[config.mk]
export PLATFORM = sky130hd
export DESIGN_NAME = rc_divider_8bit_flat
export DESIGN_NICKNAME = d
export VERILOG_FILES = /design/src/rtl/rc_divider_8bit_pkg.sv /design/src/rtl/rc_divider_8bit_if.sv /design/src/rtl/rc_divider_8bit_step.sv /design/src/rtl/rc_divider_8bit.sv /design/src/flat_wrapper.sv
export SDC_FILE = /design/constraint.sdc
export NUM_CORES = 1
export LEC_CHECK = 0
export ABC_AREA = 0
export CORE_MARGIN = 3
export CORE_UTILIZATION = 30
export CTS_BUF_LIST = sky130_fd_sc_hd__clkbuf_4 sky130_fd_sc_hd__clkbuf_8 sky130_fd_sc_hd__clkbuf_16
export DETAILED_ROUTE_END_ITERATION = 16
export GPL_TIMING_DRIVEN = 0
export PLACE_DENSITY = 0.53
export REMOVE_ABC_BUFFERS = 1
export SYNTH_ARGS = -nofsm -noshare
export SYNTH_HDL_FRONTEND = slang
export SYNTH_SLANG_ARGS = --single-unit
export TNS_END_PERCENT = 30
[constraint.sdc]
create_clock -name clk -period 6.45 [get_ports clk]
set_input_delay 1.935 -clock clk [delete_from_list [all_inputs] [get_ports clk]]
set_output_delay 1.935 -clock clk [all_outputs]
set_load 0.01 [all_outputs]
[src/rtl/rc_divider_8bit_pkg.sv]
// rc_div_pkg: shared types and constants for the 8-bit restoring divider.
// SIGNED_DIV_EN enables two's-complement mode across the slice.
package rc_div_pkg;

    localparam int WIDTH = 8;
    localparam logic [WIDTH-1:0] DIV0_QUOTIENT = 8'hFF;

    typedef enum logic [1:0] {
        IDLE = 2'd0,
        RUN  = 2'd1,
        DONE = 2'd2
    } state_t;

    // Two's-complement magnitude; 8'h80 maps to 128 unsigned.
    function automatic logic [WIDTH-1:0] mag(
        input logic [WIDTH-1:0] x,
        input logic             sgn
    );
        return (sgn && x[WIDTH-1]) ? (~x + 8'd1) : x;
    endfunction

endpackage

[src/rtl/rc_divider_8bit_if.sv]
// rc_divider_8bit_if: start/done handshake and result bus.
// is_signed is present only when SIGNED_DIV_EN is defined.
interface rc_divider_8bit_if;
    import rc_div_pkg::*;

    logic             start;
    logic [WIDTH-1:0] dividend;
    logic [WIDTH-1:0] divisor;
`ifdef SIGNED_DIV_EN
    logic             is_signed;
`endif
    logic             busy;
    logic             done;
    logic [WIDTH-1:0] quotient;
    logic [WIDTH-1:0] remainder;
    logic             div_by_zero;
    logic             V;

    modport master (
`ifdef SIGNED_DIV_EN
        output is_signed,
`endif
        output start,
        output dividend,
        output divisor,
        input  busy,
        input  done,
        input  quotient,
        input  remainder,
        input  div_by_zero,
        input  V
    );

    modport slave (
`ifdef SIGNED_DIV_EN
        input  is_signed,
`endif
        input  start,
        input  dividend,
        input  divisor,
        output busy,
        output done,
        output quotient,
        output remainder,
        output div_by_zero,
        output V
    );

endinterface

[src/rtl/rc_divider_8bit_step.sv]
// rc_div_step: one restoring-division step on a 9-bit ripple subtractor.
// Carry-out of T + ~D + 1 set means no borrow, so the quotient bit is 1.
module rc_div_step
    import rc_div_pkg::*;
(
    input  logic [WIDTH-1:0] r_in,
    input  logic             q_msb,
    input  logic [WIDTH-1:0] divisor,
    output logic [WIDTH-1:0] r_out,
    output logic             q_bit
);

    logic [WIDTH:0]   t;
    logic [WIDTH:0]   b;
    logic [WIDTH-1:0] d;
    logic [WIDTH+1:0] c;

    // Ripple-carry trial subtract, then restore on borrow.
    always_comb begin
        t    = {r_in, q_msb};
        b    = ~{1'b0, divisor};
        d    = '0;
        c    = '0;
        c[0] = 1'b1;
        for (int i = 0; i <= WIDTH; i++) begin
            if (i < WIDTH) begin
                d[i] = t[i] ^ b[i] ^ c[i];
            end
            c[i+1] = (t[i] & b[i]) | (c[i] & (t[i] ^ b[i]));
        end
        q_bit = c[WIDTH+1];
        r_out = q_bit ? d : t[WIDTH-1:0];
    end

endmodule

[src/rtl/rc_divider_8bit.sv]
// rc_divider_8bit: iterative restoring divider, one quotient bit per clock.
// SIGNED_DIV_EN adds is_signed with magnitude division and sign fix-up.
module rc_divider_8bit
    import rc_div_pkg::*;
(
    input logic              clk,
    input logic              rst_n,
    rc_divider_8bit_if.slave bus
);

    state_t           state;
    logic [2:0]       cnt;
    logic [WIDTH-1:0] r_q;
    logic [WIDTH-1:0] q_q;
    logic [WIDTH-1:0] dvs;
    logic             neg_q;
    logic             neg_r;
    logic             ovf;
    logic [WIDTH-1:0] quot;
    logic [WIDTH-1:0] rem;
    logic             dz;
    logic             v_q;

    logic             sgn;
    logic [WIDTH-1:0] a_mag;
    logic [WIDTH-1:0] b_mag;
    logic [WIDTH-1:0] r_nxt;
    logic             qb;
    logic [WIDTH-1:0] q_nxt;

    rc_div_step u_step (
        .r_in    (r_q),
        .q_msb   (q_q[WIDTH-1]),
        .divisor (dvs),
        .r_out   (r_nxt),
        .q_bit   (qb)
    );

    // Operand conditioning at the moment a start is accepted.
    always_comb begin
`ifdef SIGNED_DIV_EN
        sgn = bus.is_signed;
`else
        sgn = 1'b0;
`endif
        a_mag = mag(bus.dividend, sgn);
        b_mag = mag(bus.divisor, sgn);
        q_nxt = {q_q[WIDTH-2:0], qb};
    end

    // Control FSM, shift registers and registered results.
    always_ff @(posedge clk or negedge rst_n) begin
        if (!rst_n) begin
            state <= IDLE;
            cnt   <= '0;
            r_q   <= '0;
            q_q   <= '0;
            dvs   <= '0;
            neg_q <= 1'b0;
            neg_r <= 1'b0;
            ovf   <= 1'b0;
            quot  <= '0;
            rem   <= '0;
            dz    <= 1'b0;
            v_q   <= 1'b0;
        end else begin
            case (state)
                IDLE, DONE: begin
                    if (bus.start) begin
                        dz  <= 1'b0;
                        v_q <= 1'b0;
                        if (bus.divisor == '0) begin
                            state <= DONE;
                            quot  <= DIV0_QUOTIENT;
                            rem   <= bus.dividend;
                            dz    <= 1'b1;
                        end else begin
                            state <= RUN;
                            cnt   <= 3'd7;
                            r_q   <= '0;
                            q_q   <= a_mag;
                            dvs   <= b_mag;
                            neg_q <= sgn &
                                (bus.dividend[WIDTH-1] ^
                                 bus.divisor[WIDTH-1]);
                            neg_r <= sgn & bus.dividend[WIDTH-1];
                            ovf   <= sgn &
                                (bus.dividend == 8'h80) &
                                (bus.divisor == 8'hFF);
                        end
                    end else begin
                        state <= IDLE;
                    end
                end
                RUN: begin
                    r_q <= r_nxt;
                    q_q <= q_nxt;
                    if (cnt == 3'd0) begin
                        state <= DONE;
                        quot  <= neg_q ? (~q_nxt + 8'd1) : q_nxt;
                        rem   <= neg_r ? (~r_nxt + 8'd1) : r_nxt;
                        v_q   <= ovf;
                    end else begin
                        cnt <= cnt - 3'd1;
                    end
                end
                default: state <= IDLE;
            endcase
        end
    end

    assign bus.busy        = (state == RUN);
    assign bus.done        = (state == DONE);
    assign bus.quotient    = quot;
    assign bus.remainder   = rem;
    assign bus.div_by_zero = dz;
    assign bus.V           = v_q;

endmodule
[src/flat_wrapper.sv]
// flat-port wrapper written by rule: the top's interface ports become plain ports
module rc_divider_8bit_flat import rc_div_pkg::*;
  (clk, rst_n, bus_start, bus_dividend, bus_divisor, bus_busy, bus_done, bus_quotient, bus_remainder, bus_div_by_zero, bus_V);
  rc_divider_8bit_if bus_i ();
  input logic clk;
  input logic rst_n;
  input wire logic [$bits(bus_i.start)-1:0] bus_start;
  input wire logic [$bits(bus_i.dividend)-1:0] bus_dividend;
  input wire logic [$bits(bus_i.divisor)-1:0] bus_divisor;
  output wire logic [$bits(bus_i.busy)-1:0] bus_busy;
  output wire logic [$bits(bus_i.done)-1:0] bus_done;
  output wire logic [$bits(bus_i.quotient)-1:0] bus_quotient;
  output wire logic [$bits(bus_i.remainder)-1:0] bus_remainder;
  output wire logic [$bits(bus_i.div_by_zero)-1:0] bus_div_by_zero;
  output wire logic [$bits(bus_i.V)-1:0] bus_V;
  assign bus_i.start = bus_start;
  assign bus_i.dividend = bus_dividend;
  assign bus_i.divisor = bus_divisor;
  assign bus_busy = bus_i.busy;
  assign bus_done = bus_i.done;
  assign bus_quotient = bus_i.quotient;
  assign bus_remainder = bus_i.remainder;
  assign bus_div_by_zero = bus_i.div_by_zero;
  assign bus_V = bus_i.V;
  rc_divider_8bit u_core (.clk(clk), .rst_n(rst_n), .bus(bus_i));
endmodule
* After elaboration in Yosys (flattened, before gate mapping)
Cells that the tools add are included.
W data, S select, Z words.
** Operators by class
- Reduce and logical (&&, ||, !) cells :: 11
- $add $sub $neg :: 1
- Bitwise gates (word level) :: 45
- Eq/ne operators :: 7
- Mux-type cells :: 27
** Operators with widths (count)
- $mux W8 :: 11
- $pmux W8 S2 :: 4
- $and A1 B1 Y1 :: 17
- $xor A1 B1 Y1 :: 16
- $mux W3 :: 3
- $not A8 Y9 :: 1
- $or A1 B1 Y1 :: 9
- $reduce_and A3 Y1 :: 3
- $logic_not A8 Y1 :: 1
- $reduce_and A4 Y1 :: 2
- $mux W2 :: 3
- $ne A2 B2 Y1 const B :: 3
- $pmux W3 S2 :: 1
- $ne A2 B1 Y1 const B :: 2
- $pmux W2 S2 :: 1
- $logic_not A3 Y1 :: 1
- $mux W1 :: 3
- $sub A3 B1 Y3 const B :: 1
- $eq A2 B1 Y1 const B :: 1
- $eq A2 B2 Y1 const B :: 1
- $logic_not A2 Y1 :: 1
- $not A1 Y1 :: 2
- $pmux W1 S2 :: 1
- $reduce_and A2 Y1 :: 1
- 2 further kinds :: 2
** Storage, ports and cells
- Register bits :: 47
- Logic and storage cells :: 100
- Bits of input ports :: 19

* Logic depth before layout (Yosys ltp)
Gate-level depths: netlist of run 1.
- Word-level depth :: 22
- Mapped depth :: 16
- Mapped depth without buffers :: 15

* By module
Synthesis of run 1 repeated with hierarchy kept, for this count alone.
** Second synthesis, totals
- Cell total of the unflattened synthesis :: 220
- Area total of the unflattened synthesis :: 2299.7 µm²
** Modules (own cells, without submodules)
- rc_divider_8bit :: area an instance 1998.2 µm², cells an instance 185, times used 1
- rc_div_step :: area an instance 301.5 µm², cells an instance 35, times used 1

* Least setup slack after synthesis of run 1
Ideal clock, no wire load.
- Path kind :: register to register
- From :: register u_core.q_q[7]
- To :: register u_core.rem[3], in the netlist u_core.bus.remainder[3]
- Stages on the path, launching flop included :: 17
- Buffers on the path :: 1
- Required time :: 6.386 ns
- Path slack :: 2.633 ns
- Period minus slack after synthesis :: 3.817 ns
- Arrival time :: 3.753 ns
- Setup time :: 0.064 ns
- Cell sequence :: dfrtp_1 -> inv_1 -> ha_1 -> fa_1 -> fa_1 -> fa_1 -> inv_1 -> fa_1 -> fa_1 -> inv_1 -> fa_1 -> fa_1 -> nor2b_1 -> clkbuf_2 -> mux2_2 -> a211oi_1 -> a21o_1
** On the way
- Word-level cells in the longest chain between the ends :: 21
- Elaborated cells on any way between the ends :: 23
- Classes of those cells :: mux (3); bitwise (20)
** Ends and longest elaborated chain
- start: declaration :: RTL line rc_divider_8bit.sv:14 : logic [WIDTH-1:0] q_q;
- start signal: assignment :: RTL line rc_divider_8bit.sv:81 : q_q <= a_mag;
- start signal: assignment :: RTL line rc_divider_8bit.sv:97 : q_q <= q_nxt;
- $and A1 B1 Y1 / $xor A1 B1 Y1 (equally long branches) :: RTL line rc_divider_8bit_step.sv:29, rc_divider_8bit_step.sv:27
- $or A1 B1 Y1 (*) :: RTL line rc_divider_8bit_step.sv:29 : c[i+1] = (t[i] & b[i]) | (c[i] & (t[i] ^ b[i]));
- $and A1 B1 Y1 (*) :: RTL line rc_divider_8bit_step.sv:29
- $or A1 B1 Y1 (*) :: RTL line rc_divider_8bit_step.sv:29
- $and A1 B1 Y1 (*) :: RTL line rc_divider_8bit_step.sv:29
- $or A1 B1 Y1 (*) :: RTL line rc_divider_8bit_step.sv:29
- $and A1 B1 Y1 :: RTL line rc_divider_8bit_step.sv:29
- $or A1 B1 Y1 :: RTL line rc_divider_8bit_step.sv:29
- [5 not listed]
- $or A1 B1 Y1 :: RTL line rc_divider_8bit_step.sv:29
- $and A1 B1 Y1 :: RTL line rc_divider_8bit_step.sv:29
- $or A1 B1 Y1 :: RTL line rc_divider_8bit_step.sv:29
- $and A1 B1 Y1 :: RTL line rc_divider_8bit_step.sv:29
- $or A1 B1 Y1 :: RTL line rc_divider_8bit_step.sv:29
- $mux W8 (*) :: RTL line rc_divider_8bit_step.sv:32 : r_out = q_bit ? d : t[WIDTH-1:0];
- $mux W8 (*) :: RTL line rc_divider_8bit.sv:98 : if (cnt == 3'd0) begin
- $pmux W8 S2 (*) :: RTL line rc_divider_8bit.sv:67 : case (state)
- end signal: assignment :: RTL line rc_divider_8bit.sv:75 : rem <= bus.dividend;
- end signal: assignment :: RTL line rc_divider_8bit.sv:101 : rem <= neg_r ? (~r_nxt + 8'd1) : r_nxt;
- end: declaration :: RTL line rc_divider_8bit.sv:20 : logic [WIDTH-1:0] rem;
Mark *: on every way between the ends. The rest lies on a longest branch, timed or not. The select of a mux whose other input is x is not followed.
A chain may end at the register's enable or synchronous reset.

* Worst setup path after layout of run 1
- From :: register u_core.state[1]
- To :: output bus_busy
** On the way
- Word-level cells in the longest chain between the ends :: 1
** Ends and longest elaborated chain
- start: declaration :: RTL line rc_divider_8bit.sv:11 : state_t state;
- start signal: assignment :: RTL line rc_divider_8bit.sv:54 : state <= IDLE;
- start signal: assignment :: RTL line rc_divider_8bit.sv:73 : state <= DONE;
- start signal: assignment :: RTL line rc_divider_8bit.sv:78 : state <= RUN;
- $eq A2 B1 Y1 :: RTL line rc_divider_8bit.sv:112 : assign bus.busy = (state == RUN);
- end: declaration :: RTL line flat_wrapper.sv:10 : output wire logic [$bits(bus_i.busy)-1:0] bus_busy;
No other way between the ends.

==> summary.txt, run 1 <==
Outcome
  – Outcome: complete, no violations

Synthesis
  – Share of flip-flops with an asynchronous set or reset: 100%
  – Cell Area, Synth: 2390 µm²
  – Top FF cell, synth: dfrtp_1
  – Synth Warn #: 0
  – Avg Inst Size Synth: 11.1 µm²
  – Post-synthesis sequential area ratio: 48.1%
  – Post-synth EDFFs: 0
  – Netlist cell types: 38
  – Cells after Synth: 216
  – Post-synthesis register bit count: 46

Placed design
  – PortBufs: 37
  – Final GP Congestion: 0.729
  – Post-DP HPWL: 3420 µm
  – Cells after DPL: 340

Flow run
  – Max_cap viols: 0

Route
  – DR WL/cell: 14.2 µm
  – DRT antenna net count: 0
  – Drt total wl: 4940 µm
  – DRC violations left: 0
  – Via count: 1586
  – DR iter-0 viols: 45
  – Pre-antenna DRT Iters: 4
  – Vias per cell: 4.56

Timing
  – Min cycle time layout: 4510 ps
  – Worst Max-Slew Pin Slew: 948 ps
  – Fin crit share: 69.9%
  – RSZ-0062 raised after global routing: no
  – FMAX: 222 MHz
  – Slew margin rel.: 36.8%
  – Fin. Hold Viols: 0
  – Final setup vio count: 0
  – Slew Viols, Final: 0
  – Sum Neg Setup Slack: 0 ps
  – Worst Skew: 5.42 ps

Power and ir drop
  – Combinational Power Share: 52.9%
  – Clk pwr share: 12.8%
  – Static Leak: 0.00126 µW
  – Pwr dens: 508 nW/µm²
  – P_int: 879 µW
  – VDD IR max: 180 µV
  – Switching part of the total: 40.3%
  – Sw Pwr: 595 µW
  – Seq pwr share: 34.3%

Finish
  – Register Area: 1150 µm²
  – Final net count: 277
  – Util after Layout: 38.8%
  – Final cell count without fillers: 348
  – Multi-input gate area: 1090 µm²
  – Area growth syn-to-layout: 21.3%
  – Antenna diodes: 0
  – Filler instances: 746
  – Layout cells sized above 1: 16.5%

Global routing
  – Vias in the first global route: 1645
  – Global routing met2 resource utilization: 18.8%
  – Busiest grt layer: met2
  – Total gr overflow: 0
  – First-pass GRT wire length: 8360 µm
  – GR Layer Usage met3: 2.68%
  – Largest net degree at the start of global routing: 29
  – Antenna violations before repair: 0
  – M1 GR Usage: 16.9%
  – GRT Total Usage: 12.2%

Worst setup path
  – Crit start category: flop
  – Worst-path fanout max: 28
  – CP required: 4510 ps
  – Critical path endpoint category: primary output
  – Crit Path Class: reg2out
  – Critical path arrival: 2580 ps
  – Worst reg-to-reg setup slack: 2290 ps

Floorplanning
  – Core ar.: 7490 µm²
  – Die area: 9080 µm²
  – Die height: 95.3 µm
  – Initial core utilization: 32.0%
  – Num ports: 39
  – Row count: 31
  – Die Width: 95.3 µm

Clock tree
  – # hold bufs at CTS: 0
  – Resized Gates After CTS: 0
  – Clock Sinks: 46
  – Setup Buffers After CTS: 0
  – H-tree Lvls: 2
  – Worst skew pair latency: 300 ps
  – Clock Path Buffers: 2
  – CTS clk-pin slew, worst paths: 80 ps
  – Num CTS Buffers: 5
  – Root Driver: clkbuf_8
  – TritonCTS clock tree: done

Min path
  – HP Class: reg2reg
## power groups by stage
stage	sequential (µW)	clock (µW)	combinational [µW]
after floorplan	522	0	522
after global placement	511	0	778
after detailed placement	514	0	788
after CTS	508	196	797
after global routing	526	210	888
final	506	189	780
## sequential cells by signal, summed over array words and instances, names as in the netlist
register / cells
u_core.bus.quotient: 8
u_core.bus.remainder: 8
u_core.dvs: 8
u_core.q_q: 8
u_core.r_q: 8
u_core.cnt: 3
u_core.state: 2
u_core.bus.div_by_zero: 1
## synthesized netlist by cell type, types with 2 or more instances
cell type,instances,area share [%]
fa_1,7,5.9
nor2_1,16,2.5
mux2_2,7,3.3
nand2b_1,2,0.52
a211oi_2,6,3.1
buf_2,3,0.63
buf_6,4,1.9
buf_4,3,0.94
ha_1,3,1.6
a21oi_2,5,1.8
mux2i_1,2,0.84
dfrtp_1,46,48
nor4_4,2,1.8
inv_1,13,2.0
inv_2,2,0.31
o21ai_0,13,2.7
nand3_1,7,1.5
nor2b_4,5,2.9
a21oi_1,6,1.3
a21o_1,7,2.2
nor3_1,6,1.3
nor2b_1,5,1.3
nand2_1,24,3.8
a211oi_1,8,2.5
## kinds of logic (layout without fill, tap and decap cells)
kind of cell	Yosys count	after routing	share of synthesized area, %
AO/OA/AOI/OAI	51	51	17.1
XOR/XNOR	1	1	0.366
adder cells (fa/ha/maj)	10	10	7.43
buffers and inverters	28	61	6.33
flip-flops	46	46	48.1
multiplexers	9	9	4.13
other	1	1	0.157
AND/OR/NAND/NOR	70	70	16.4
## per-layer routing
metal | part of all wire [%] | vias up
met5 | 0 | -
met4 | 1.3 | 0
met3 | 3.9 | 5
met2 | 45 | 30
met1 | 50 | 764
li1 | - | 787
## path summary, 6_finish.rpt
kind / startpoint / to / cells past startpoint
hold / removal: u_core.bus.remainder[4] / u_core.bus.remainder[4] / 1
hold reg to reg: u_core.bus.remainder[4] / u_core.bus.remainder[4] / 1
setup reg to reg: u_core.q_q[7] / u_core.bus.remainder[1] / 15
max in group asynchronous: rst_n / u_core.bus.quotient[2] / 2
setup / recovery: u_core.state[1] / bus_busy / 3
min in group asynchronous: rst_n / u_core.bus.remainder[7] / 1
## critical path, stage by stage, from the launching register on
cell             delay, ps
dfrtp_1                380
nand2b_1               560
inv_2                  680
clkdlybuf4s50_1        650
## through the flow
step | total power [µW] | instance area, µm² | hold slack, ps | worst slack, ps
after detailed placement | 1300 | 2810 | 466 | 2270
final | 1470 | 2900 | 482 | 1940
after CTS | 1500 | 2900 | 488 | 1870
after global routing | 1620 | 2900 | 502 | 1720
after floorplan | 1040 | 2300 | 450 | 2690
after global placement | 1290 | 2790 | 457 | 2000
## layout by cell type, fill, tap and decap left out, drive strengths merged, types with 6 or more instances in the layout
master and n:
dfrtp 46, inv 15, nand3 7, nor2b 10, a21o 7, clkbuf 7, o21ai 13, a211oi 14
mux2 7, nor2 16, clkdlybuf4s50 36, nor3 6, fa 7, nand2 25, a21oi 11
## cell type report
| type | instances | share of cell area, % |
|---|---|---|
| clock inverters | 1 | 0.172 |
| clock buffers | 7 | 3.10 |
| multi-input cells | 142 | 37.6 |
| flip-flops and latches | 46 | 39.7 |
| well taps | 99 | 4.27 |
| repair buffers | 38 | 13.3 |
| inverters | 15 | 1.94 |
(Power assumes the default switching activity.)
==> inputs of run 2 (changes only) <==
- PLACE_DENSITY: 0.53 -> 0.55
- clock period: 6.45 -> 3.7 ns (I/O delays scaled with it)
==> run 2 against run 1 <==
Effect of this change:
- combinational power is 91% higher
- highest routed layer unchanged
- non-clock buffer count is 2 higher
- register-to-register slack worse by 2300 ps
- critical endpoint is now u_core.bus.remainder[7]
- design area is 3.1% higher
- die area stayed put
- largest power group unchanged
- the flow now finishes with violations (negative setup slack)
==> summary.txt, run 2 (same netlist as run 1, synthesis figures left out) <==
Worst setup path
  – Crit Path Class: reg2reg
  – Reg2reg start: u_core.q_q[7]
  – Critical path endpoint category: flop
  – Critical path arrival: 3960 ps (+1380 ps)
  – Worst-path fanout max: 8 (-71%)
  – Crit path largest cell delay: 400 ps (-280 ps)
  – Crit start category: flop
  – Crit. Startpoint: u_core.q_q[7]
  – CP required: 3940 ps (-570 ps)
  – CP max-delay cell: dfrtp_1
  – Most used cell, CP: fa_2
  – Worst-path cell chain: inv_2, ha_4, fa_2, fa_2, fa_2, inv_2, fa_2, fa_2, inv_2, fa_2, fa_2, nor2b_4, mux2_4, a211oi_2, a21o_1

Timing
  – Slew Viols, Final: 0 (unchanged)
  – Fin crit share: 101%
  – Fin. Hold Viols: 0 (unchanged)
  – Post-route setup slack: -23.6 ps (-1960 ps)
  – Slew margin rel.: 30.7% (-6.1 points)
  – RSZ-0062 raised after global routing: yes
  – Worst Max-Slew Pin Slew: 1040 ps (+91.8 ps)
  – Min cycle time layout: 3720 ps
  – Final setup vio count: 5 (+5)
  – FMAX: 269 MHz
  – Worst Skew: 9.18 ps (+3.77 ps)

Placed design
  – Post-DP HPWL: 3360 µm (-1.8%)
  – PortBufs: 37 (unchanged)
  – Cells after DPL: 340 (unchanged)
  – Final GP Congestion: 0.711 (-2.5%)
  – Area after DPL: 2810 µm² (unchanged)

Route
  – DR WL/cell: 14.2 µm (+0.34%)
  – Via count: 1655 (+4.4%)
  – DR iter-0 viols: 68 (+51%)
  – Drt total wl: 4980 µm (+0.91%)
  – DRC violations left: 0 (unchanged)
  – Vias per cell: 4.73 (+3.8%)
  – DRT antenna net count: 0 (unchanged)
  – Pre-antenna DRT Iters: 4 (unchanged)

Clock tree
  – Clock Path Buffers: 2 (unchanged)
  – CTS clk-pin slew, worst paths: 90 ps (about the same)
  – Num CTS Buffers: 5 (unchanged)
  – TritonCTS clock tree: done
  – Worst skew pair latency: 300 ps (about the same)
  – H-tree Lvls: 2 (unchanged)
  – Clock Sinks: 46 (unchanged)
  – Root Driver: clkbuf_8
  – # hold bufs at CTS: 0 (unchanged)

Finish
  – Final cell count without fillers: 350 (+0.57%)
  – Final Cell Area: 2990 µm² (+3.1%)
  – Most common cell after layout, fill and taps aside: dfrtp_1
  – Register Area: 1150 µm² (unchanged)
  – Most frequent cells in the layout: dfrtp_1 (46), clkdlybuf4s50_1 (36), nand2_1 (24)
  – Filler instances: 750 (+0.54%)
  – Final net count: 279 (+0.72%)
  – Multi-input gate area: 1140 µm² (+4.7%)
  – Area growth syn-to-layout: 25.1%
  – Layout cells sized above 1: 22.7% (+6.2 points)
  – Antenna diodes: 0 (unchanged)

Floorplanning
  – Core ar.: 7490 µm² (unchanged)
  – Row count: 31 (unchanged)
  – Die area: 9080 µm² (unchanged)
  – Die height: 95.3 µm (unchanged)
  – Num ports: 39 (unchanged)
  – Initial core utilization: 32.0% (unchanged)
  – Die Width: 95.3 µm (unchanged)

Global routing
  – Vias in the first global route: 1759 (+6.9%)
  – Total gr overflow: 0 (unchanged)
  – Largest net degree at the start of global routing: 29 (unchanged)
  – First-pass GRT wire length: 8690 µm (+4.0%)
  – GRT Total Usage: 12.6% (+0.37 points)
  – Antenna violations before repair: 0 (unchanged)

Power and ir drop
  – VDD IR max: 301 µV (+67%)
  – Pwr dens: 924 nW/µm² (+82%)
  – Static Leak: 0.00127 µW (+1.1%)

Flow run
  – Max_cap viols: 0 (unchanged)

Outcome
  – Failing checks: negative setup slack
  – Outcome: finished with violations

Min path
  – HP Class: reg2reg
  – Worst hold start: u_core.bus.remainder[5]
run 2: metrics by stage:
stage	setup TNS (ps)	hold WS, ps	setup slack [ps]	total power (µW)	util [%]
after floorplan	-245	450	-60.6	1820	-
after detailed placement	-3710	466	-359	2260	37.5
after CTS	-85.6	485	-32.2	2760	39.9
after global placement	-4070	457	-387	2240	37.3
after global routing	-1170	519	-169	3030	40.0
final	-32.1	477	-23.6	2770	40.0
run 2: what timing repair did:
action,in CTS,in global routing
resized for setup,17,4
pin swaps,1,1
setup endpoints to repair,19,16
buffers inserted,2,0
run 2: where the power goes:
part | switching (µW) | internal, µW
Clock | 173 | 209
Sequential | 148 | 741
Combinational | 779 | 715
run 2: cell type report:
class	instances	share of cell area, %
clock buffer	6	2.55
clock inverter	2	1.25
inverter	15	2.05
multi-input combinational	142	38.1
sequential	46	38.5
tap	99	4.14
timing repair buffer	40	13.4
run 2: critical path, delay by kind of cell (launching register included):
kind            cells  cell delay [ps]
simple gates        1              180
mux                 1              320
fa+ha+maj           8             2280
buf+inv             3              170
flops               1              400
compound gates      2              310
run 2: path summary, 6_finish.rpt:
check                                     endpoint  slack [ps]  depth (start not counted)
setup / recovery           u_core.bus.remainder[7]         -20                         15
hold / removal             u_core.bus.remainder[5]         480                          1
setup reg to reg           u_core.bus.remainder[7]         -20                         15
hold reg to reg            u_core.bus.remainder[5]         480                          1
max in group asynchronous  u_core.bus.remainder[3]        2400                          2
min in group asynchronous            u_core.dvs[4]         780                          1
run 2: layer usage:
| metal | global-route usage, % | up-vias | share of wire [%] |
|---|---|---|---|
| li1 | - | 800 | - |
| met1 | 16.9 | 814 | 49 |
| met2 | 19.8 | 33 | 46 |
| met3 | 2.92 | 8 | 4.0 |
| met4 | 4.45 | 0 | 1.5 |
| met5 | 0 | - | 0 |
==> inputs of run 3 (changes only) <==
- ABC_AREA: 0 -> 1
==> run 3 against run 2 <==
Effect of this change:
- the run now ends clean
- routed wire length grew 8.5%
- sequential power is essentially flat
- worst setup slack gained 180 ps
- register-to-register slack gained 180 ps
- flip-flop and latch count is the same
- synthesized area grew 2.0%
- final cell count grew 27%
- largest cell class unchanged
- highest routed layer unchanged
==> summary.txt, run 3 <==
Outcome
  – Outcome: complete, no violations

Clock tree
  – Root Driver: clkbuf_8
  – Num CTS Buffers: 5 (unchanged)
  – TritonCTS clock tree: done
  – Clock Path Buffers: 2 (unchanged)
  – H-tree Lvls: 2 (unchanged)
  – Clock Sinks: 46 (unchanged)
  – Worst skew pair latency: 310 ps (about the same)
  – CTS clk-pin slew, worst paths: 90 ps (about the same)
  – # hold bufs at CTS: 0 (unchanged)

Timing
  – Sum Neg Setup Slack: 0 ps (+32.1 ps)
  – Post-route setup slack: 154 ps (+177 ps)
  – Final setup vio count: 0 (-5)
  – Worst Max-Slew Pin Slew: 721 ps (-319 ps)
  – FMAX: 282 MHz (+5.0%)
  – Slew Viols, Final: 0 (unchanged)
  – Fin. Hold Viols: 0 (unchanged)
  – Hold WS: 492 ps (+14.3 ps)
  – Fin crit share: 95.8% (-4.8 points)
  – Slew margin rel.: 51.8% (+21 points)
  – Min cycle time layout: 3550 ps (-177 ps)
  – RSZ-0062 raised after global routing: yes
  – Worst Skew: 12.1 ps (+2.94 ps)

Synthesis
  – Post-synthesis sequential area ratio: 47.2% (-0.96 points)
  – Netlist cell types: 22 (-42%)
  – Synth area leader: dfrtp_1
  – Most numerous cell in the Yosys netlist: nand2_1
  – Synth Area in Simple Gates: 33.9% (+18 points)
  – Post-synthesis register bit count: 46 (unchanged)
  – Synth Area in XOR/XNOR: 0% (-0.37 points)
  – Post-synth EDFFs: 0 (unchanged)
  – Area contributors post-synth: dfrtp_1 (47%), nand2_1 (19%), nand3_1 (8.8%), fa_1 (5.7%), inv_1 (5.1%)
  – Post-synth top area share: 47.2% (-0.96 points)
  – Complex-gate fraction of the synthesized area: 3.13% (-14 points)
  – Avg Inst Size Synth: 8.03 µm² (-27%)
  – Largest family of logic cells by synthesized area: simple AND/OR/NAND/NOR gates
  – Multiplexer share of the synthesized area: 0% (-4.1 points)
  – Cell Area, Synth: 2440 µm² (+2.0%)
  – Cells after Synth: 304 (+41%)
  – Share of flip-flops with an asynchronous set or reset: 100% (unchanged)
  – Synth Area in Adders: 7.28% (-0.15 points)
  – Synth Warn #: 0 (unchanged)
  – Most common library cells after synthesis: nand2_1 (124), dfrtp_1 (46), nand3_1 (43)
  – Top FF cell, synth: dfrtp_1

Worst setup path
  – CP required: 3950 ps (about the same)
  – Worst reg-to-reg setup slack: 150 ps (+180 ps)
  – Reg2reg path depth: 17 (+2)
  – CP max-delay cell: fa_2
  – Worst-path cell chain: inv_1, ha_2, fa_2, fa_2, fa_2, inv_2, fa_2, fa_2, inv_2, fa_2, fa_2, nand2_4, inv_2, nor2_4, nand2_2, and2_1, nand2_1
  – Capturing point of the worst reg2reg path: u_core.r_q[5]
  – Crit path largest cell delay: 390 ps (about the same)
  – Most used cell, CP: fa_2
  – Critical path arrival: 3800 ps (-160 ps)
  – Reg2reg start: u_core.q_q[7]
  – Critical path endpoint category: flop
  – Crit start category: flop
  – Crit Path Class: reg2reg
  – Worst-path fanout max: 8 (unchanged)

Route
  – DR WL/cell: 12.2 µm (-14%)
  – DR iter-0 viols: 77 (+13%)
  – Pre-antenna DRT Iters: 4 (unchanged)
  – DRC violations left: 0 (unchanged)
  – Via count: 1943 (+17%)
  – DRT antenna net count: 0 (unchanged)
  – Drt total wl: 5410 µm (+8.5%)
  – Vias per cell: 4.38 (-7.5%)

Min path
  – Worst hold start: u_core.dvs[0]
  – Worst Hold Path EP: u_core.dvs[0]
  – HP Class: reg2reg
  – Worst hold path depth: 2 (+1)

Finish
  – Final cell count without fillers: 444 (+27%)
  – Area growth syn-to-layout: 25.1% (about the same)
  – Most common cell after layout, fill and taps aside: nand2_1
  – Antenna diodes: 0 (unchanged)
  – Most frequent cells in the layout: nand2_1 (112), dfrtp_1 (46), nand3_1 (43)
  – Final net count: 370 (+33%)
  – Layout cells sized above 1: 14.3% (-8.4 points)
  – Final Cell Area: 3050 µm² (+2.0%)
  – Filler instances: 831 (+11%)

Power and ir drop
  – Sw Pwr: 1250 µW (+14%)
  – Switching part of the total: 43.5% (+3.7 points)
  – Pwr dens: 942 nW/µm² (+1.9%)
  – VDD IR max: 244 µV (-19%)
  – Clk pwr share: 11.0% (-2.8 points)
  – P_int: 1630 µW (-2.4%)
  – Static Leak: 0.00155 µW (+22%)
  – Seq pwr share: 31.0% (-1.2 points)
  – Combinational Power Share: 58.0% (+4.0 points)

Global routing
  – GR Layer Usage met3: 3.13% (+0.21 points)
  – Antenna violations before repair: 0 (unchanged)
  – Total gr overflow: 0 (unchanged)
  – First-pass GRT wire length: 9220 µm (+6.1%)
  – Global routing met2 resource utilization: 22.3% (+2.4 points)
  – Vias in the first global route: 2000 (+14%)
  – M1 GR Usage: 16.3% (-0.56 points)
  – Largest net degree at the start of global routing: 39 (+34%)
  – GRT Total Usage: 13.0% (+0.40 points)
  – Busiest grt layer: met2

Flow run
  – Max_cap viols: 0 (unchanged)

Floorplanning
  – Row count: 32 (+3.2%)
  – Initial core utilization: 31.3% (-0.69 points)
  – Die height: 96.2 µm (+0.95%)
  – Core ar.: 7810 µm² (+4.3%)
  – Die area: 9260 µm² (+1.9%)
  – Num ports: 39 (unchanged)
  – Die Width: 96.2 µm (+0.95%)

Placed design
  – Area after DPL: 2880 µm² (+2.5%)
  – Post-DP HPWL: 3780 µm (+12%)
  – Pre-CTS setup slack: -121 ps (+238 ps)
  – Final GP Congestion: 0.729 (+2.6%)
  – PortBufs: 37 (unchanged)
  – Cells after DPL: 433 (+27%)
==> run 3: worst max-delay path by stage <==
stage | endpoint | cells after the start | from | slack [ps]
floorplan | u_core.r_q[0] | 17 | u_core.q_q[7] | 190
global placement | u_core.r_q[5] | 17 | u_core.q_q[7] | -120
detailed placement | u_core.r_q[5] | 17 | u_core.q_q[7] | -120
CTS | u_core.r_q[3] | 17 | u_core.q_q[7] | -6
global route | u_core.bus.remainder[2] | 18 | u_core.q_q[7] | -30
finish | u_core.r_q[5] | 17 | u_core.q_q[7] | 150
==> run 3: kinds of logic after synthesis <==
logic type                 Yosys count
DFF                                 46
adders and majority gates           10
other                                1
AOI/OAI and AO/OA                   13
buffers and inverters               45
and+or+nand+nor                    189
==> run 3: final cells by class <==
type / count / area, µm² / share of cell area [%]
flip-flops and latches: 46 / 1150 / 37.7
multi-input cells: 213 / 1150 / 37.6
repair buffers: 41 / 408 / 13.4
inverters: 34 / 128 / 4.18
well taps: 102 / 128 / 4.18
clock buffers: 6 / 76.3 / 2.50
clock inverters: 2 / 13.8 / 0.451
==> run 3: what timing repair did <==
item | 4_1_cts | 5_1_grt
gates cloned | 0 | 0
setup buffers | 1 | 2
pin swaps | 2 | 6
setup endpoints to repair | 18 | 16
gates resized for setup | 7 | 20
==> run 3: stage by stage <==
| step | utilization [%] | power (µW) |
|---|---|---|
| 6_report | 39.1 | 2870 |
| 5_1_grt | 39.1 | 3230 |
| 4_1_cts | 38.3 | 2770 |
| 3_5_place_dp | 36.9 | 2380 |
| 3_3_place_gp | 36.7 | 2360 |
| 2_1_floorplan | - | 1900 |
==> run 3: worst max-delay path, delay by kind of cell (launching register included) <==
kind / cells / cell delay, ps
adders and majority gates: 8 / 2300
DFF: 1 / 370
buffers and inverters: 4 / 180
and+or+nand+nor: 5 / 630
==> run 3: routing by layer <==
metal,vias to the layer above,wire length (µm)
met5,-,0
li1,1007,-
met4,0,59
met3,6,198
met1,903,2450
met2,27,2700
==> run 3: power groups by stage <==
stage	sequential [µW]	combinational, µW	clock (µW)
after floorplan	916	988	0
after global placement	899	1460	0
after detailed placement	904	1480	0
after CTS	894	1550	327
after global routing	929	1950	347
final	891	1670	318
